===== src/rtl/regfile_context_engine.sv =====
// Register file context save/restore sequencer: streams r1..r31 out over sv_*, reloads them from rs_*.
// Optional XOR checksum of transferred words is built when CTX_CHECKSUM_EN is defined.
module regfile_context_engine #(
  parameter int WIDTH = 32
) (
  input  logic             clk,
  input  logic             reset,
  input  logic             save_req,
  input  logic             restore_req,
  input  logic             abort,
  output logic             busy,
  output logic             done,
  output logic [4:0]       rf_ra,
  input  logic [WIDTH-1:0] rf_rd,
  output logic [4:0]       rf_wa,
  output logic [WIDTH-1:0] rf_wd,
  output logic             rf_we,
  output logic [WIDTH-1:0] sv_data,
  output logic             sv_valid,
  input  logic             sv_ready,
  input  logic [WIDTH-1:0] rs_data,
  input  logic             rs_valid,
  output logic             rs_ready,
  output logic [WIDTH-1:0] checksum,
  output logic [1:0]       state_dbg
);

  typedef enum logic [1:0] {IDLE = 2'd0, SAVE = 2'd1, RESTORE = 2'd2} state_t;

  // Streams: a word moves only in a cycle where valid and ready are both high at the rising edge;
  // the producer holds data and valid stable until that happens.
  state_t     state, state_next;
  logic [5:0] idx;
  logic       sv_load, sv_hs, rs_hs, op_done, start;

  assign state_dbg = state;

  always_comb begin
    sv_hs    = (state == SAVE) && sv_valid && sv_ready;
    sv_load  = (state == SAVE) && (idx <= 6'd31) && (!sv_valid || sv_ready);
    rs_hs    = (state == RESTORE) && rs_valid;
    rs_ready = (state == RESTORE);
    rf_ra    = (state == SAVE) ? idx[4:0] : 5'd0;
    rf_we    = rs_hs;
    rf_wa    = rs_hs ? idx[4:0] : 5'd0;
    rf_wd    = rs_hs ? rs_data : '0;
  end

  always_comb begin
    state_next = state;
    op_done    = 1'b0;
    case (state)
      IDLE: begin
        if (save_req)         state_next = SAVE;
        else if (restore_req) state_next = RESTORE;
      end
      SAVE: begin
        // idx reaches 32 once r31 is loaded, so this is the acceptance of the last word
        if (abort) state_next = IDLE;
        else if (sv_hs && idx == 6'd32) begin
          state_next = IDLE;
          op_done    = 1'b1;
        end
      end
      RESTORE: begin
        if (abort) state_next = IDLE;
        else if (rs_hs && idx == 6'd31) begin
          state_next = IDLE;
          op_done    = 1'b1;
        end
      end
      default: state_next = IDLE;
    endcase
  end

  assign start = (state == IDLE) && (state_next != IDLE);

  always_ff @(posedge clk or posedge reset) begin
    if (reset) begin
      state    <= IDLE;
      idx      <= 6'd0;
      busy     <= 1'b0;
      done     <= 1'b0;
      sv_valid <= 1'b0;
      sv_data  <= '0;
    end else begin
      state <= state_next;
      busy  <= (state_next != IDLE);
      done  <= op_done;
      if (start)                 idx <= 6'd1;
      else if (sv_load || rs_hs) idx <= idx + 6'd1;
      if (state_next == IDLE) sv_valid <= 1'b0;
      else if (sv_load) begin
        sv_data  <= rf_rd;
        sv_valid <= 1'b1;
      end else if (sv_hs) sv_valid <= 1'b0;
    end
  end

`ifdef CTX_CHECKSUM_EN
  logic [WIDTH-1:0] csum;

  always_ff @(posedge clk or posedge reset) begin
    if (reset)      csum <= '0;
    else if (start) csum <= '0;
    else if (sv_hs) csum <= csum ^ sv_data;
    else if (rs_hs) csum <= csum ^ rs_data;
  end

  assign checksum = csum;
`else
  assign checksum = '0;
`endif

endmodule


===== config.mk =====
export PLATFORM = sky130hd
export DESIGN_NAME = regfile_context_engine
export DESIGN_NICKNAME = d
export VERILOG_FILES = /design/src/rtl/regfile_context_engine.sv
export SDC_FILE = /design/constraint.sdc
export NUM_CORES = 1
export LEC_CHECK = 0
export BUFFER_PORTS_ARGS = -buffer_cell sky130_fd_sc_hd__buf_4
export CAP_MARGIN = 5
export CORE_MARGIN = 2
export CORE_UTILIZATION = 48
export DETAILED_ROUTE_END_ITERATION = 8
export PLACE_DENSITY = 0.82
export RECOVER_POWER = 25
export SLEW_MARGIN = 0
export SYNTH_ARGS = -nofsm -noshare
export SYNTH_HDL_FRONTEND = slang
export SYNTH_SLANG_ARGS = --single-unit

===== constraint.sdc =====
create_clock -name clk -period 2.5 [get_ports clk]
set_input_delay 0 -clock clk [delete_from_list [all_inputs] [get_ports clk]]
set_output_delay 0 -clock clk [all_outputs]
set_load 0.02 [all_outputs]

==> flow_summary.ini, run 1 <==
[synth]
yosys_most_used_dff = dfrtp_1
synth-edff-count = 0
synth.top_cells.by_area = dfrtp_1, and3_1, a221oi_2
synth.largest_area_cell = dfrtp_1
yosysUniqueCellTypes = 38
yosysTopAreaCellShare = 0.278
mappedNetlistArea_um2 = 3880
postSynthCellCount = 466
synthesis.yosys.warnings = 0
postSynthRegisterBits = 43
mean_instance_size_in_the_synthesized_netlist_um2 = 8.32
async_flop_share = 1.00
sequential_to_total_area_share_from_yosys_stat = 0.278

[setup_path]
cp_top_family = compound AO/OA/AOI/OAI gates
cp_cell_sequence = ha_1 > nand4b_1 > o21ai_2 > buf_4 > nand4_1 > nand3_1
crit-reg2reg-capture = sv_data[28]
crit_path_top_delay_cell = o21ai_2
setup.worst_path.start_class = flop
critPathArrivalTime_ns = 2.46
worstReg2RegStart = idx[1]
critical_path_peak_fanout = 19
buffers_inverters_on_critical_path = 1
r2r_slack_ns = 0.28
critPathMaxStageDelay_ns = 0.74
timing.critical_path.to_type = flop
worst_ep_required_time_ns = 2.74
rr_worst_depth = 6
timing.setup.critical_path_class = reg2reg

[clock_tree]
clockBufferDepth = 2
worst_skew_pair.late_latency_ns = 0.30
cts_num_sinks = 43
h-tree-depth = 2
path_clk_slew_ns = 0.09
cts_bufs_inserted = 5
clock_tree_from_tritoncts = yes
cts.root.buffer_cell = clkbuf_8

[die]
design.core.area_um2 = 7770
die-height_um = 93.9
die_x_um = 93.9
num_io_pins = 184
core.rowCount = 32
floorplan.initialDensity = 0.499
die_area_um2 = 8810

[grt]
first_pass_grt_wire_length_um = 21800
initial_antenna_violation_count = 0
overall_overflow_remaining_after_global_route = 0
groute.usage.overall = 0.307
grt_start_max_net_pins = 39
number_of_global_route_vias_before_repair = 4322

[power_and_ir_drop]
switching_share = 0.521
ir_drop_mv = 0.832
power.combinational.fraction = 0.719
power.static_leakage_uw = 0.00269
p_per_area_nw_per_um2 = 1100
p_sw_uw = 3080
clock_power_share = 0.086
p_int_uw = 2830
seq_power_share = 0.195

[routing]
detailedRoute.firstIterationViolations = 271
route.final.wire_length_um = 14000
via_count = 4535
first_pass_iters = 8
post_detailed_route_via_to_cell_ratio = 6.20
route.detailed.wl_per_inst_um = 19.1
drcViolationCount = 0
route.antenna.remaining_nets = 0

[sta]
hold_violations = 0
setup_ws_ns = 0.283
tightestPinTransition_ns = 0.971
slew_violations = 0
timing.slew.headroom = 0.352
skew_ns = 0.00600
finalSetupViolations = 0
tns_ns = 0
rsz0062_at_grt = false
post-route-min-period_ns = 2.22
fin_crit_sh = 0.887
max_clock_freq_mhz = 451

[job]
total_of_max_cap_violations = 0

[placement]
globalplace.congestion = 0.891
placement.cell_area_um2 = 4960
preCtsSetupSlack_ns = 0.304
detailed_place_hpwl_um = 9130
portBuffers = 151

[hold_path]
worst_hold_path.endpoint = state_dbg[0]
hp-start = save_req
holdPathStages = 3
min_path_type = in2reg

[layout]
finish.net_count = 705
fraction_of_layout_instances_using_a_drive_strength_above_1 = 0.323
area_growth_syn_to_layout_pct = 38.8
fin_area_um2 = 5380
num_antenna_cells = 0

[status]
outcome = complete, no violations
timing repair:
| item | CTS | global route |
|---|---|---|
| hold buffers | 36 | 0 |
| resized for setup | 0 | 1 |
| endpoints found under the setup margin | 0 | 14 |
| buffers inserted | 0 | 0 |
| hold endpoints to repair | 62 | 0 |
cells in the final DEF (no fill, tap or decap), types with 3 or more instances in the layout:
cell type      instances
nand2b_1               3
nand2_1                7
and2_1                 6
dfrtp_1               43
or3_1                  3
ha_1                   6
nand4_1               32
o21ai_0                7
conb_1                32
and3_1                70
nand3_1               35
dlygate4sd3_1         36
clkbuf_8               7
a221oi_2              25
a211oi_1              32
a21oi_1                9
a221oi_1               7
o211ai_1              32
clkbuf_1              15
inv_1                 38
buf_4                159
synth_stat cells (2+ instances only):
master and number:
nor2b_1 4, or3_1 3, a221oi_2 25, a21oi_1 9, nand2_1 8, nand4_1 32, ha_1 6, buf_2 2
and2_1 6, buf_4 32, buf_6 5, inv_1 39, and3_1 70, o211ai_1 32, a221oi_1 7, a211oi_1 32
o31ai_1 2, nor2_1 2, dfrtp_1 43, clkbuf_1 47, nand3_1 35, nand2b_1 3, o21ai_0 7
metrics by stage:
| step | std cells | util | hold WS, ns | power [uW] |
|---|---|---|---|---|
| floorplan | 497 | - | 0.135 | 4140 |
| detailed placement | 686 | 0.639 | 0.211 | 5290 |
| global route | 731 | 0.693 | 0.0457 | 6260 |
| finish | 731 | 0.693 | 0.0209 | 5900 |
| CTS | 730 | 0.698 | 0.0128 | 5850 |
| global placement | 686 | 0.639 | 0.204 | 5150 |
flip-flops by register name, summed over array words and instances (netlist names):
signal	count
sv_data	32
done	1
idx	6
busy	1
sv_valid	1
state_dbg	2
power groups by stage:
stage	Sequential, uW	Combinational (uW)	Clock [uW]
floorplan	1300	2830	0
global placement	1140	4010	0
detailed placement	1160	4140	0
CTS	1140	4200	507
global route	1180	4540	535
finish	1150	4250	507
logic make-up after synthesis:
family                   Yosys count  share of synthesized area
other                              1                   0.000967
AND/OR/NAND/NOR                  169                      0.260
flip-flops                        43                      0.278
multiplexers                       1                    0.00258
adder cells (fa/ha/maj)            6                     0.0194
buffers and inverters            126                      0.163
XOR/XNOR                           1                    0.00226
AO/OA/AOI/OAI                    119                      0.274
worst max path at each step:
stage | start | to | slack [ns] | depth (start not counted)
after floorplan | state_dbg[0] | idx[5] | 0.39 | 6
after global placement | state_dbg[1] | sv_data[20] | 0.34 | 6
after detailed placement | state_dbg[1] | sv_data[4] | 0.30 | 6
after CTS | state_dbg[1] | sv_data[28] | 0.24 | 6
after global routing | idx[1] | sv_data[14] | 0.13 | 6
final | idx[1] | sv_data[28] | 0.28 | 6
worst reg2reg max path: cells and delay by family (launching register included):
kind / cells / cell delay, ns
compound gates: 1 / 0.74
flops: 1 / 0.42
buf+inv: 1 / 0.36
fa+ha+maj: 1 / 0.21
simple gates: 3 / 0.43
metal layers:
metal,routed length [um],track usage,vias to the layer above
met3,1270,0.0514,49
met5,0,0,-
met4,541,0.126,0
met1,5130,0.370,2158
li1,-,-,2021
met2,7050,0.542,307
cell type report:
type                            count  area (um2)
Clock buffer                        8         100
Fill cell                         630        2390
Inverter                           39         146
Multi-Input combinational cell    328        2300
Sequential cell                    43        1080
Tap cell                          102         128
Timing Repair Buffer              211        1630
No activity file was read; power rests on OpenSTA's default activity.
==> run 2, diff against run 1 <==
Settings changed: BUFFER_PORTS_ARGS -buffer_cell sky130_fd_sc_hd__buf_4 to default, CORE_UTILIZATION 48 to 62, DONT_BUFFER_PORTS from default to 1, PLACE_DENSITY 0.82 to 0.78.
Clock period 2.5 ns to 2.8 ns, I/O delays scaled along.
==> flow_summary.ini, run 2 (synthesis results as in run 1) <==
[status]
outcome = complete, but fails checks
failed_checks = negative hold slack, max-capacitance violations, max-slew violations

[sta]
timing.slew.headroom = -0.147
tightestPinTransition_ns = 1.72
max_clock_freq_mhz = 394
hold_violations = 4
post-route-min-period_ns = 2.54
finalHoldWorstSlack_ns = -0.00624
fin_crit_sh = 0.906
skew_ns = 0.0122
tns_ns = 0
slew_violations = 44
rsz0062_at_grt = false
finalSetupViolations = 0

[layout]
fraction_of_layout_instances_using_a_drive_strength_above_1 = 0.124
num_antenna_cells = 0
register_area_um2 = 1080
finalCoreUtilization = 0.708
final_cell_mix = and3_1, dfrtp_1, inv_1
register_containing_the_most_flip_flops_in_the_final_layout = sv_data
finish.net_count = 551
multi_input_area_um2 = 2290
largest_register_ffs = 32
fillCellCount = 464
layout_commonest_cell = and3_1
area_growth_syn_to_layout_pct = 9.39

[routing]
route.antenna.remaining_nets = 0
route.final.wire_length_um = 12400
via_count = 3924
drcViolationCount = 0
detailedRoute.firstIterationViolations = 509
post_detailed_route_via_to_cell_ratio = 7.13
first_pass_iters = 5
route.detailed.wl_per_inst_um = 22.5

[clock_tree]
cts.root.buffer_cell = clkbuf_8
cts_bufs_inserted = 5
clock_tree_from_tritoncts = yes
cts_num_sinks = 43
clockBufferDepth = 2
worst_skew_pair.late_latency_ns = 0.31
path_clk_slew_ns = 0.10
h-tree-depth = 2

[setup_path]
critPathMaxStageDelay_ns = 0.95
critPathArrivalTime_ns = 2.78
cp_top_family = compound AO/OA/AOI/OAI gates
setup.worst_path.start_class = flop
r2r_slack_ns = 0.26
timing.critical_path.to_type = flop
cp_cell_sequence = inv_1 > ha_1 > nand2b_1 > a41o_1 > nand4_1 > nand3_1
timing.setup.critical_path_class = reg2reg
crit_path_top_delay_cell = a41o_1
buffers_inverters_on_critical_path = 1
worst_ep_required_time_ns = 3.04
critical_path_peak_fanout = 32

[grt]
overall_overflow_remaining_after_global_route = 0
groute.usage.overall = 0.347
initial_antenna_violation_count = 0
grt_start_max_net_pins = 44
number_of_global_route_vias_before_repair = 3680
first_pass_grt_wire_length_um = 19800

[placement]
globalplace.congestion = 0.890
portBuffers = 0
detailed_place_hpwl_um = 7840

[power_and_ir_drop]
p_int_uw = 2170
seq_power_share = 0.257
ir_drop_mv = 0.614
power.static_leakage_uw = 0.00199
p_sw_uw = 2620
switching_share = 0.546
p_per_area_nw_per_um2 = 1130
clock_power_share = 0.087
power.combinational.fraction = 0.656

[die]
die-height_um = 83.1
design.core.area_um2 = 5990
die_x_um = 83.1
floorplan.initialDensity = 0.647
num_io_pins = 184
die_area_um2 = 6900
core.rowCount = 28

[job]
total_of_max_cap_violations = 1

[hold_path]
min_path_type = in2reg
[run 2: cell types whose count changed in the layout (fill, tap and decap cells not counted)]
cell | previous run | this run
a41o_1 | 0 | 1
a41o_2 | 1 | 0
buf_12 | 1 | 2
buf_4 | 159 | 17
clkbuf_1 | 15 | 2
clkbuf_4 | 1 | 0
clkbuf_8 | 7 | 5
clkinv_1 | 1 | 0
clkinv_2 | 0 | 1
dlygate4sd3_1 | 36 | 38
inv_1 | 38 | 39
[run 2: layout make-up]
type                    instances  share of cell area
repair buffers                 57               0.129
multi-input cells             328               0.541
clock buffers                   7              0.0180
flip-flops and latches         43               0.254
clock inverters                 1             0.00118
well taps                      75              0.0221
inverters                      39              0.0345
[run 2: timing repair]
item                      in CTS  in global routing
buffers inserted               0                  0
hold buffers                  38                  0
hold endpoints to repair      79                  0
resized for setup              0                  0
[run 2: layer usage]
layer / routed length [um] / GRT usage
met1: 4630 / 0.450
met2: 6250 / 0.593
met3: 1260 / 0.0646
met4: 243 / 0.0939
met5: 0 / 0
[run 2: tightest hold or removal path, cell delays in order]
cell and delay (ns):
and3_1 0.12, a221oi_1 0.07, nand3_1 0.09
[run 2: power by group through the flow]
stage	Clock, uW	Combinational, uW	Sequential, uW
after floorplan	0	2530	1160
after global placement	0	2940	1230
after detailed placement	0	3020	1240
after CTS	415	3080	1220
after global routing	438	3390	1260
final	417	3140	1230
[run 2: worst paths after layout]
path                              startpoint          end  cells after the start
min in group asynchronous              reset  sv_data[19]                      2
worst max register to register  state_dbg[1]   sv_data[9]                      6
worst min register to register        idx[4]       idx[4]                      2
worst min-delay path               rf_rd[25]  sv_data[25]                      3
max in group asynchronous              reset   sv_data[3]                      2
worst max-delay path            state_dbg[1]   sv_data[9]                      6
[run 2: metrics by stage]
stage	power, uW	cell area (um2)	hold slack (ns)	setup WS (ns)	std cells
2_1_floorplan	3690	3990	0.135	0.686	497
3_3_place_gp	4160	3780	0.145	0.459	504
3_5_place_dp	4260	3780	0.145	0.399	504
4_1_cts	4730	4240	0.000397	0.376	550
5_1_grt	5080	4240	0.00192	0.155	550
6_report	4790	4240	-0.00624	0.264	550
